## src/rtl/transmitting_pkg.sv

```systemverilog
// Shared definitions for the serial link: transmitter FSM encoding, frame constants and
// line levels. Also intended for inclusion by the paired receiver.
package transmitting_pkg;

  typedef enum logic [2:0] {
    StIdle   = 3'd0,
    StStart  = 3'd1,
    StData   = 3'd2,
    StParity = 3'd3,
    StStop   = 3'd4
  } tx_state_e;

  localparam int unsigned DataBits   = 7;
  localparam int unsigned FrameBits  = DataBits + 3;
  localparam int unsigned ClksPerBit = 16;

  localparam logic IdleLevel  = 1'b1;
  localparam logic StartLevel = 1'b0;

endpackage

```

## src/rtl/transmitting_if.sv

```systemverilog
// Character load handshake plus serial line and status outputs of the transmitter.
interface transmitting_if #(
  parameter int unsigned DATA_BITS = transmitting_pkg::DataBits
);
  logic [DATA_BITS-1:0] data_in;
  logic                 load;
  logic                 data_out;
  logic                 busy;
  logic                 charSent;

  modport master (
    output data_in,
    output load,
    input  data_out,
    input  busy,
    input  charSent
  );

  modport slave (
    input  data_in,
    input  load,
    output data_out,
    output busy,
    output charSent
  );
endinterface

```

## src/rtl/transmitting_bit_timer.sv

```systemverilog
// Bit-period tick counter: wraps every CLKS_PER_BIT clocks and flags the last clock of the period.
module bit_timer #(
  parameter int unsigned CLKS_PER_BIT = transmitting_pkg::ClksPerBit
) (
  input  logic clk,
  input  logic reset,
  input  logic clear,
  output logic bitDone
);
  localparam int unsigned CntW = $clog2(CLKS_PER_BIT);

  logic [CntW-1:0] cnt_d, cnt_q;

  assign bitDone = (cnt_q == CntW'(CLKS_PER_BIT - 1));

  always_comb begin
    cnt_d = cnt_q + CntW'(1);
    if (clear || bitDone) begin
      cnt_d = '0;
    end
  end

  always_ff @(posedge clk or posedge reset) begin
    if (reset) begin
      cnt_q <= '0;
    end else begin
      cnt_q <= cnt_d;
    end
  end
endmodule

```

## src/rtl/transmitting.sv

```systemverilog
// Serial transmitter: start bit, DATA_BITS data bits LSB first, even parity, stop bit,
// each held CLKS_PER_BIT clocks. All outputs come straight from flops.
module transmitting
  import transmitting_pkg::*;
#(
  parameter int unsigned CLKS_PER_BIT = ClksPerBit,
  parameter int unsigned DATA_BITS    = DataBits
) (
  input  logic          clk,
  input  logic          reset,
  transmitting_if.slave tx
);
  localparam int unsigned BitCntW = 3;

  tx_state_e            state_d, state_q;
  logic [DATA_BITS-1:0] shreg_d, shreg_q;
  logic [BitCntW-1:0]   bit_cnt_d, bit_cnt_q;
  logic                 parity_d, parity_q;
  logic                 data_out_d, data_out_q;
  logic                 busy_d, busy_q;
  logic                 char_sent_d, char_sent_q;
  logic                 accept;
  logic                 bit_done;

  assign accept = (state_q == StIdle) && tx.load;

  bit_timer #(
    .CLKS_PER_BIT(CLKS_PER_BIT)
  ) u_bit_timer (
    .clk    (clk),
    .reset  (reset),
    .clear  (accept),
    .bitDone(bit_done)
  );

  always_comb begin
    state_d     = state_q;
    shreg_d     = shreg_q;
    bit_cnt_d   = bit_cnt_q;
    parity_d    = parity_q;
    char_sent_d = 1'b0;

    unique case (state_q)
      StIdle: begin
        if (accept) begin
          shreg_d   = tx.data_in;
          parity_d  = ^tx.data_in;
          bit_cnt_d = '0;
          state_d   = StStart;
        end
      end
      StStart: begin
        if (bit_done) state_d = StData;
      end
      StData: begin
        if (bit_done) begin
          shreg_d   = shreg_q >> 1;
          bit_cnt_d = bit_cnt_q + BitCntW'(1);
          if (bit_cnt_q == BitCntW'(DATA_BITS - 1)) state_d = StParity;
        end
      end
      StParity: begin
        if (bit_done) state_d = StStop;
      end
      StStop: begin
        if (bit_done) begin
          state_d     = StIdle;
          char_sent_d = 1'b1;
        end
      end
      default: state_d = StIdle;
    endcase
  end

  // Line level is decoded from the next state so the registered output tracks the FSM exactly.
  always_comb begin
    data_out_d = IdleLevel;
    unique case (state_d)
      StStart:  data_out_d = StartLevel;
      StData:   data_out_d = shreg_d[0];
      StParity: data_out_d = parity_d;
      default:  data_out_d = IdleLevel;
    endcase
    busy_d = (state_d != StIdle);
  end

  always_ff @(posedge clk or posedge reset) begin
    if (reset) begin
      state_q     <= StIdle;
      shreg_q     <= '0;
      bit_cnt_q   <= '0;
      parity_q    <= 1'b0;
      data_out_q  <= IdleLevel;
      busy_q      <= 1'b0;
      char_sent_q <= 1'b0;
    end else begin
      state_q     <= state_d;
      shreg_q     <= shreg_d;
      bit_cnt_q   <= bit_cnt_d;
      parity_q    <= parity_d;
      data_out_q  <= data_out_d;
      busy_q      <= busy_d;
      char_sent_q <= char_sent_d;
    end
  end

  assign tx.data_out = data_out_q;
  assign tx.busy     = busy_q;
  assign tx.charSent = char_sent_q;
endmodule

```

## src/flat_wrapper.sv

```systemverilog
// flat-port wrapper written by rule: the top's interface ports become plain ports
module transmitting_flat import transmitting_pkg::*;
#(
  parameter int unsigned CLKS_PER_BIT = ClksPerBit,
  parameter int unsigned DATA_BITS    = DataBits
)
  (clk, reset, tx_data_in, tx_load, tx_data_out, tx_busy, tx_charSent);
  transmitting_if #(.DATA_BITS(DATA_BITS)) tx_i ();
  input  logic clk;
  input  logic reset;
  input wire logic [$bits(tx_i.data_in)-1:0] tx_data_in;
  input wire logic [$bits(tx_i.load)-1:0] tx_load;
  output wire logic [$bits(tx_i.data_out)-1:0] tx_data_out;
  output wire logic [$bits(tx_i.busy)-1:0] tx_busy;
  output wire logic [$bits(tx_i.charSent)-1:0] tx_charSent;
  assign tx_i.data_in = tx_data_in;
  assign tx_i.load = tx_load;
  assign tx_data_out = tx_i.data_out;
  assign tx_busy = tx_i.busy;
  assign tx_charSent = tx_i.charSent;
  transmitting #(.CLKS_PER_BIT(CLKS_PER_BIT), .DATA_BITS(DATA_BITS)) u_core (.clk(clk), .reset(reset), .tx(tx_i));
endmodule
```

## config.mk

```make
export PLATFORM = sky130hd
export DESIGN_NAME = transmitting_flat
export DESIGN_NICKNAME = d
export VERILOG_FILES = /design/src/rtl/transmitting_pkg.sv /design/src/rtl/transmitting_if.sv /design/src/rtl/transmitting_bit_timer.sv /design/src/rtl/transmitting.sv /design/src/flat_wrapper.sv
export SDC_FILE = /design/constraint.sdc
export NUM_CORES = 1
export LEC_CHECK = 0
export BUFFER_PORTS_ARGS = -buffer_cell sky130_fd_sc_hd__buf_2
export CAP_MARGIN = 5
export CORE_ASPECT_RATIO = 0.7
export CORE_MARGIN = 2
export CORE_UTILIZATION = 50
export DETAILED_ROUTE_END_ITERATION = 16
export PLACE_DENSITY = 0.66
export SYNTH_ARGS = -nofsm -noshare
export SYNTH_HDL_FRONTEND = slang
export SYNTH_SLANG_ARGS = --single-unit
```

## constraint.sdc

```tcl
create_clock -name clk -period 2.8 [get_ports clk]
set_input_delay 0.28 -clock clk [delete_from_list [all_inputs] [get_ports clk]]
set_output_delay 0.28 -clock clk [all_outputs]
set_load 0.1 [all_outputs]
```

# Word-level counts from Yosys, hierarchy flattened
# Cells that the tools add are included.
# word_totals
regBits,21
in_bits,10
output_inout_bits,3
elab_cells,48
# classes
addsub,2
eq_ne,11
n_mux,19
n_reduce_logical,7
# ops
operator,n
3-bit 2-to-1 mux,8
3-bit case mux with 5 select lines,1
7-bit 2-to-1 mux,2
7-bit case mux with 2 select lines,1
"3-bit by 2-bit equality test with 1-bit output, second input constant",4
7-bit parity,1
"3-bit by 1-bit equality test with 1-bit output, second input constant",2
"3-bit equality test, second input constant",2
3-bit case mux with 2 select lines,1
"4-bit by 1-bit adder with 4-bit output, second input constant",1
"4-bit equality test, second input constant",1
1-bit 2-to-1 mux,4
4-bit 2-to-1 mux,1
"2-bit inequality test, second input constant",2
"3-bit by 1-bit adder with 3-bit output, second input constant",1
3-bit zero test,1
1-bit case mux with 3 select lines,1
3-bit AND reduction,1
3-bit nonzero test,1
2-bit nonzero test,1
1-bit logical AND,1
1-bit logical OR,1

# Longest topological paths before layout
# depth
ltp_word,6
ltp_mapped,6
ltp_nobuf,6

# Cells and area by module
# From an unflattened synthesis, not the netlist that was laid out.
# hier_totals
hier_cells,90
hier_area_um2,1002.2
# by_module_without_submodules
module,instances,cells_each,area_per_inst_um2,seq_area_each_um2
transmitting,1,76,827.0,426.7
bit_timer,1,14,175.2,100.1

# Worst setup path after synthesis
# No wires, ideal clock.
# synth_path
path_kind,register to register
from,register u_core.u_bit_timer.cnt_q[0]
to,register u_core.data_out_q (netlist: u_core.tx.data_out)
setup_time_ns,0.082
arrival_ns,1.501
required_ns,2.718
slack_ns,1.217
stages_incl_launch_ff,7
path_buffers,0
synth_period_minus_slack_ns,1.583
path_cell_list,dfrtp_1 ha_1 and3_2 a21oi_2 a221o_2 nor2_1 a22oi_1
# synth_between
word_cells_on_any_way,12
cone_classes,4 x eq/ne; 8 x mux
# synth_rtl
item,line,text
"start, declared",transmitting_bit_timer.sv:12,"logic [CntW-1:0] cnt_d, cnt_q;"
"start signal, assigned",transmitting_bit_timer.sv:27,cnt_q <= cnt_d;
4-bit equality test,transmitting_bit_timer.sv:14,assign bitDone = (cnt_q == CntW'(CLKS_PER_BIT - 1));
7-bit 2-to-1 mux,transmitting.sv:56,if (bit_done) begin
7-bit case mux with 2 select lines,transmitting.sv:43,unique case (state_q)
named net u_core.shreg_d[0],transmitting.sv:16,"logic [DATA_BITS-1:0] shreg_d, shreg_q;"
1-bit case mux with 3 select lines,transmitting.sv:78,unique case (state_d)
named net u_core.data_out_d,transmitting.sv:19,"logic data_out_d, data_out_q;"
"end signal, assigned",transmitting.sv:93,data_out_q <= IdleLevel;
"end signal, assigned",transmitting.sv:101,data_out_q <= data_out_d;
"end, declared",transmitting.sv:19,
# The timed path passes the listed nets, and every way through them passes these cells. The select of a mux whose other input is x is not followed.
# A chain may end at the register's enable or synchronous reset.

# Worst setup path in the final report
# Same ends and word-level chain as after synthesis.

==> metrics <==
status=finished, final reports clean; layout cells sized above 1=roughly a quarter; Max transition margin=roughly half; RSZ-0062 raised after global routing=no; initial DRC count=22; PwrDens=between 900 and 1000 mW/mm^2; clk buf depth=2; Starting Density=~54%; Core ar.=between 0.0015 and 0.002 mm^2; Net Sw Frac=roughly two fifths; Final Hold Viols=0; Synth Instances=91; Layout fillers=171; part of the Yosys area used for sequential elements=between 50% and 60%; die area=about 0.0024 mm^2; clock latency on the worst-skew pair=around 0.30 ns; design area=roughly 0.0011 mm^2; Synth Area per Inst=11.1 um^2; drt via density=around 5.5; gpl congestion=0.722; total global-route track usage=between 15 and 20%; H-tree levels=1; Overflow after GRT=0; via count=roughly 710; Comb pwr share=around two fifths; Worst setup EP type=register; Hold Crit Class=in -> async; clock buffer count from CTS=3; Synth Register Bits=21; hold_buf cts=0; Flop pwr share=between 40% and 50%; cell area after synthesis=approximately 0.001 mm^2; Psw=0.000458 W; total clock sinks=21; DRT Wirelength=roughly 1800 um; Clock power frac=12.4%; Crit Path Max Fanout=7; period utilisation layout=64.3%; Worst Setup Start Kind=register; setup TNS=0 ns; IO Count=13; Antenna Nets Post-Route=0; synth unique cells=30; Internal=0.000664 W; first-pass GRT wire length=3210 um; Die W=57.8 um; Leakage Power=0.542 nW; Net Count, Synth=~100; clock skew=around 0.0045 ns; critical path arrival=between 2 and 2.5 ns; wire per inst=between 10 and 15 um; TritonCTS clock tree=built; DP Wirelength=~1300 um; Max Cap Viol=0; Design Power=0.00112 W; final setup fails=0; Slew @ Worst Pin=roughly 0.76 ns; initial antenna violation count=0; Initial DRT Pass Iterations=5; VDD IR max=between 600 and 700 uV; min cycle time layout=between 1.5 and 2 ns; vias in the first global route=688; IO Port Bufs=12; Worst-path clk slew=between 0.1 and 0.15 ns; CTS root buf=clkbuf_4; fin. max-slew vios=0; worst setup path category=reg -> reg; synth warn=0; DRC violations left=0; placed cell areas=0.00110 mm^2; nets=roughly 120; Site Rows=13; largest net degree at the start of global routing=22; area delta synth->final=10.9%; post-cts resize count=0; Critical Path RT=between 3 and 4 ns; DIE HEIGHT=about 42 um; Core Util, Final=between 50% and 60%; postcts setup bufs=0; Inserted Diodes=0; Max Clk Rate=0.555 GHz
-- critical path, cell delays in order, from the launching register on --
cell,delay [ns]
dfrtp_1,0.38
ha_1,0.23
nand3_1,0.18
nor3_2,0.44
a221o_2,0.25
nor2_1,0.04
a22oi_1,0.20
-- cell usage in the layout, fill, tap and decap left out, drive strengths merged, types with 3 or more instances in the layout --
master  count
dfrtp      20
nand2      18
buf        13
nor2        8
a22oi       6
nand3       4
xnor2       4
clkbuf      4
inv         3
ha          3
-- stage by stage --
stage          hold WS (ns)  instances  worst slack, ns
6_report             0.0941        129             1.00
5_1_grt               0.147        129            0.789
4_1_cts               0.119        129             1.03
3_5_place_dp          0.453        125             1.06
3_3_place_gp          0.442        125             1.09
2_1_floorplan         0.256         91             1.22
-- layout make-up --
type	instances	area, um^2	area share [%]
flip-flops and latches	21	527	46.9
multi-input cells	66	464	41.3
repair buffers	13	67.6	6.01
well taps	22	27.5	2.45
clock buffers	4	26.3	2.34
inverters	3	11.3	1.00
-- sequential cells by signal, summed over array words and instances, names as in the netlist --
name and cells:
u_core.u_bit_timer.cnt_q 4, u_core.tx.charSent 1, u_core.shreg_q 7, u_core.tx.data_out 1, u_core.parity_q 1, u_core.tx.busy 1, u_core.bit_cnt_q 3, u_core.state_q 3
-- power groups by stage --
stage                     Clock (W)  Combinational (W)  Sequential [W]
final                      0.000139           0.000429        0.000553
after global routing       0.000157           0.000489        0.000569
after CTS                  0.000146           0.000428        0.000551
after detailed placement          0           0.000423        0.000556
after global placement            0           0.000421        0.000551
after floorplan                   0           0.000273        0.000610
-- Yosys cell counts --
library cell   n  area [um^2]
dfrtp_1       20          500
nand2_1       18         67.6
nor2_1         8         30.0
a22oi_1        6         45.0
nand3_1        4         20.0
xnor2_1        4         35.0
ha_1           3         37.5
inv_1          3         11.3
nand4_1        2         12.5
xnor3_1        2         45.0
xor2_1         2         17.5
a21oi_1        1         5.00
a21oi_2        1         8.76
a221o_2        1         11.3
a221oi_2       1         15.0
and2_0         1         6.26
and3_1         1         6.26
and3_2         1         7.51
buf_6          1         11.3
dfstp_2        1         26.3
mux2_2         1         11.3
nand2b_1       1         6.26
nand3b_1       1         7.51
nor3_2         1         10.0
nor3b_2        1         12.5
nor4b_4        1         23.8
o21ai_0        1         5.00
o21ai_1        1         5.00
o22ai_1        1         6.26
or3_1          1         6.26
-- layer usage --
layer	up-vias	wire length, um	GRT usage (%)
li1	351	-	-
met1	336	916	26.7
met2	24	750	23.9
met3	2	102	6.85
met4	0	15	4.19
met5	-	0	0
-- path summary, 6_finish.rpt --
| check | startpoint | to | slack, ns | cells after the start |
|---|---|---|---|---|
| worst max-delay path | u_core.u_bit_timer.cnt_q[0] | u_core.tx.data_out | 1.0 | 6 |
| min in group clk | tx_data_in[6] | u_core.shreg_q[6] | 0.21 | 3 |
| worst max register to register | u_core.u_bit_timer.cnt_q[0] | u_core.tx.data_out | 1.0 | 6 |
| worst min-delay path | reset | u_core.parity_q | 0.09 | 2 |
| max in group asynchronous | reset | u_core.shreg_q[2] | 2.23 | 2 |
| worst min register to register | u_core.u_bit_timer.cnt_q[0] | u_core.u_bit_timer.cnt_q[0] | 0.46 | 1 |
-- logic make-up after synthesis --
group,after synthesis,synth area share (%)
AO/OA/AOI/OAI,13,10.0
XOR/XNOR,8,9.63
adder cells (fa/ha/maj),3,3.70
buffers and inverters,4,2.22
flip-flops,21,52.0
multiplexers,1,1.11
AND/OR/NAND/NOR,41,21.4
No activity file was read; power rests on OpenSTA's default activity.
